===== src/rtl/array2d_regfile.sv =====
// array2d_regfile: ROWS x COLS register array with a one-cycle registered read
// port, one write port, and a row-clear engine that zeroes one column per cycle.
// Illegal requests (out-of-range indices, writes while clearing) set a sticky err.

module array2d_regfile #(
    parameter  int WIDTH = 8,
    parameter  int ROWS  = 4,
    parameter  int COLS  = 4,
    localparam int RW    = $clog2(ROWS),
    localparam int CW    = $clog2(COLS)
) (
    input  logic             clk,
    input  logic             rst,
    input  logic             wr_en,
    input  logic [RW-1:0]    wr_row,
    input  logic [CW-1:0]    wr_col,
    input  logic [WIDTH-1:0] wr_data,
    input  logic             rd_en,
    input  logic [RW-1:0]    rd_row,
    input  logic [CW-1:0]    rd_col,
    output logic [WIDTH-1:0] rd_data,
    output logic             rd_valid,
    input  logic             clr_en,
    input  logic [RW-1:0]    clr_row,
    output logic             busy,
    output logic             err
);

    localparam logic [CW-1:0] LAST_COL = CW'(COLS - 1);

    typedef enum logic {
        IDLE  = 1'b0,
        CLEAR = 1'b1
    } state_t;

    logic [WIDTH-1:0] mem [ROWS][COLS];

    state_t        state;
    state_t        next_state;
    logic [RW-1:0] clr_row_q;
    logic [CW-1:0] col_cnt;
    logic          clr_start;
    logic          clr_bad;

    // Index range checks; only non-power-of-two sizes can ever fail them.
    logic wr_ok, rd_ok, clr_row_ok;
    logic wr_do, err_set;

    assign wr_ok      = (int'(wr_row) < ROWS) && (int'(wr_col) < COLS);
    assign rd_ok      = (int'(rd_row) < ROWS) && (int'(rd_col) < COLS);
    assign clr_row_ok = (int'(clr_row) < ROWS);

    assign busy    = (state == CLEAR);
    assign wr_do   = wr_en && !busy && wr_ok;
    assign err_set = (wr_en && (busy || !wr_ok)) || (rd_en && !rd_ok) || clr_bad;

    // Next-state logic for the row-clear sequencer.
    // NOTE: every signal gets a default before the case so no latch is inferred.
    always_comb begin
        next_state = state;
        clr_start  = 1'b0;
        clr_bad    = 1'b0;
        unique case (state)
            IDLE: begin
                if (clr_en) begin
                    if (clr_row_ok) begin
                        next_state = CLEAR;
                        clr_start  = 1'b1;
                    end else begin
                        clr_bad = 1'b1;
                    end
                end
            end
            CLEAR: begin
                if (col_cnt == LAST_COL) next_state = IDLE;
            end
            default: next_state = IDLE;
        endcase
    end

    // State register, latched clear row and column counter.
    // NOTE: non-blocking assignments so every flop samples pre-edge values.
    always_ff @(posedge clk) begin
        if (rst) begin
            state     <= IDLE;
            clr_row_q <= '0;
            col_cnt   <= '0;
        end else begin
            state <= next_state;
            if (clr_start) begin
                clr_row_q <= clr_row;
                col_cnt   <= '0;
            end else if (state == CLEAR) begin
                col_cnt <= (col_cnt == LAST_COL) ? '0 : col_cnt + 1'b1;
            end
        end
    end

    // Array storage: reset, accepted writes, and one zeroed column per CLEAR cycle.
    // NOTE: the array is reset because reads after rst must return 0; this
    // forces flops instead of a RAM macro.
    always_ff @(posedge clk) begin
        if (rst) begin
            for (int r = 0; r < ROWS; r++) begin
                for (int c = 0; c < COLS; c++) begin
                    mem[r][c] <= '0;
                end
            end
        end else begin
            if (wr_do) mem[wr_row][wr_col] <= wr_data;
            if (busy)  mem[clr_row_q][col_cnt] <= '0;
        end
    end

    // Registered read port; reads the pre-edge contents (read-before-write).
    always_ff @(posedge clk) begin
        if (rst) begin
            rd_data  <= '0;
            rd_valid <= 1'b0;
        end else if (rd_en) begin
            rd_valid <= 1'b1;
            rd_data  <= rd_ok ? mem[rd_row][rd_col] : '0;
        end else begin
            rd_valid <= 1'b0;
        end
    end

    // Sticky error flag, cleared only by reset.
    always_ff @(posedge clk) begin
        if (rst)          err <= 1'b0;
        else if (err_set) err <= 1'b1;
    end

endmodule


===== config.mk =====
export PLATFORM = sky130hd
export DESIGN_NAME = array2d_regfile
export DESIGN_NICKNAME = d
export VERILOG_FILES = /design/src/rtl/array2d_regfile.sv
export SDC_FILE = /design/constraint.sdc
export NUM_CORES = 1
export LEC_CHECK = 0
export CAP_MARGIN = 10
export CORE_MARGIN = 5
export CORE_UTILIZATION = 40
export CTS_BUF_LIST = sky130_fd_sc_hd__clkbuf_8
export DETAILED_ROUTE_END_ITERATION = 7
export HOLD_SLACK_MARGIN = 0.05
export PLACE_DENSITY = 0.56
export SLEW_MARGIN = 30
export SYNTH_ARGS = -nofsm -noshare
export SYNTH_HDL_FRONTEND = slang
export SYNTH_SLANG_ARGS = --single-unit

===== constraint.sdc =====
create_clock -name clk -period 6.2 [get_ports clk]
set_input_delay 1.24 -clock clk [delete_from_list [all_inputs] [get_ports clk]]
set_output_delay 1.24 -clock clk [all_outputs]
set_load 0.01 [all_outputs]

==> impl_metrics.ini <==
[routing]
drt-wirelength-per-cell_um = 20.5
drt_iter0_drc = 287
viasPerCell = 5.34
drc = 0
vias = 4208
drt_first_pass_iters = 5
drt_wl_total_mm = 16.2
antenna_left = 0

[pwr]
ir_drop_mv = 0.140
cellLeakagePower_nw = 2.73
p_per_area_nw_per_um2 = 296

[floorplan]
die_h_um = 137
rows = 46
die_area_um2 = 18900
die_w_um = 137
start_util_pct = 40.9
core_area_um2 = 15900
io_pins = 34

[placed_design]
dpl_worst_slack_ns = 2.01
dp_hpwl_mm = 11.1
port_buffers = 33
gp_congestion = 0.802

[grt]
grt_pass1_wl_mm = 24.2
antenna_found_initial = 0
grt_max_degree = 65
overflow = 0
grt_usage_pct = 18.2
grt_pass1_vias = 4204

[cells_and_area]
layout.cells.most_common_list = nor2_1 (135), edfxtp_1 (128), mux2i_1 (66), clkdlybuf4s50_1 (32), nand2_1 (31)
n_antenna_cell = 0
syn2layout_area_growth_pct = 15.1
drive_above_1_share_pct = 10.8
layout_commonest_cell = nor2_1
fin_nets = 586
fill_cells = 1475

[timing]
skew_ns = 0.00955
fin_crit_sh_pct = 59.3
finalSetupViolations = 0
holdWs_ns = 0.452
fmax_mhz = 272
drv_slew = 0
rsz0062_at_grt = false
setup_tns_ns = 0
hold_viol_final = 0
worstMarginPinSlew_ns = 0.939
setup_slack_ns = 2.52
fin_crit_ns = 3.68
slew_headroom_pct = 37.3

[setup_path]
crit_required_ns = 6.31
worst-path-max-fanout = 16
start_kind = primary input
worstSetupEndpointType = flop
arrival_ns = 3.79
crit_type = in2reg

[logic_synthesis]
synth_top_area_share_pct = 59.2
ys_seq_area_share_pct = 63.8
synth_nets = 560
yosysWarnings = 0
ys_top_cells_by_area = edfxtp_1 (59%), mux2i_1 (10%), nor2_1 (7.9%), dfxtp_1 (4.6%), a22oi_1 (2.8%)
netlist_instances = 533
synth_cell_types = 30
netlist_area_um2 = 6490
synth_top_cell_by_area = edfxtp_1
ys_ff_latch = 143
avgSynthCellArea_um2 = 12.2

[flow_run]
maxCapViolCount = 0

[status]
status = finished, final reports clean

[clock_network]
cts_buffer_depth = 2
worstSkewPairLatency_ns = 0.45
cts.hold.buffers_added = 0
clk_pin_slew_worst_paths_ns = 0.08
root_buffer = clkbuf_8
cts.sinks = 143
ctsResizeCount = 0
numCtsBuffers = 17
cts_tree = yes
cts-htree-levels = 4
cts_setup_buffers = 0

[worst_hold_path]
hold_path.class = reg2reg
==> area by class of cell <==
cell class | instances | area (um2) | area share (%)
sequential | 143 | 4140 | 55.5
multi-input combinational | 360 | 2230 | 29.8
timing repair buffer | 34 | 339 | 4.54
tap | 216 | 270 | 3.62
clock inverter | 15 | 248 | 3.32
clock buffer | 17 | 234 | 3.13
inverter | 3 | 11.3 | 0.151
==> per-layer routing <==
layer	GRT usage, %	wire (um)	vias up
met3	4.57	872	38
met4	8.54	542	0
met5	0	0	-
met1	22.7	6920	2042
met2	29.5	7860	148
li1	-	-	1980
==> state kept, by name (all words and copies together) (netlist names) <==
name / flops
err: 1
mem: 128
rd_valid: 1
rd_data: 8
col_cnt: 2
clr_row_q: 2
busy: 1
==> metrics by stage <==
stage          total power, W  cell area (um2)  std cells  util [%]
2_1_floorplan         0.00125             6490        533         -
3_3_place_gp          0.00133             6980        756      43.9
3_5_place_dp          0.00133             6980        756      44.0
4_1_cts               0.00222             7460        788      47.0
5_1_grt               0.00227             7470        788      47.0
6_report              0.00221             7470        788      47.0
==> cell usage after synthesis <==
library cell    n
nand3_1        24
or4b_2          1
and2b_1         1
inv_1           3
a211oi_4        1
buf_2          15
nor2_1        136
nand2b_1       19
or4bb_1         2
nor3_1          3
o21ai_2        16
nor4_2          2
or4_4           1
a22oi_1        24
a21oi_4         1
nor4b_2         2
a31oi_1         1
clkbuf_1       11
nand4b_1        1
ha_1            4
a21oi_2         5
nand3b_1        1
buf_1           1
nand2_1        31
a21oi_1        12
dfxtp_1        15
mux2i_1        66
nor2b_1         5
edfxtp_1      128
and2_1          1
==> report_power, final <==
group	switching [W]	leakage (nW)	total (W)	internal, W
sequential	0.0000204	1.44	0.00111	0.00109
combinational	0.000130	1.05	0.000198	0.0000686
clock	0.000348	0.243	0.000900	0.000552
==> critical path, cell delays in order <==
cell	delay [ns]
clkdlybuf4s50_1	0.76
nand2b_1	0.40
nor4b_2	0.77
o21ai_2	0.26
nand2b_1	0.36
==> cell families after synthesis <==
| kind of cell | share of synthesized area [%] |
|---|---|
| DFF | 63.8 |
| muxes | 10.2 |
| buffers and inverters | 2.02 |
| AOI/OAI and AO/OA | 7.19 |
| adders and majority gates | 0.771 |
| and+or+nand+nor | 16.0 |
==> final timing paths <==
check                           from                       end  slack [ns]  cells past startpoint
max                              rst  mem[2][19]$_SDFFCE_PN0P_        2.52                      5
min          rd_data[6]$_SDFFE_PP0P_   rd_data[6]$_SDFFE_PP0P_        0.45                      2
max reg2reg  col_cnt[0]$_SDFFE_PP0P_  mem[3][29]$_SDFFCE_PN0P_        3.49                      6
min reg2reg  rd_data[6]$_SDFFE_PP0P_   rd_data[6]$_SDFFE_PP0P_        0.45                      2
(Power assumes the default switching activity.)
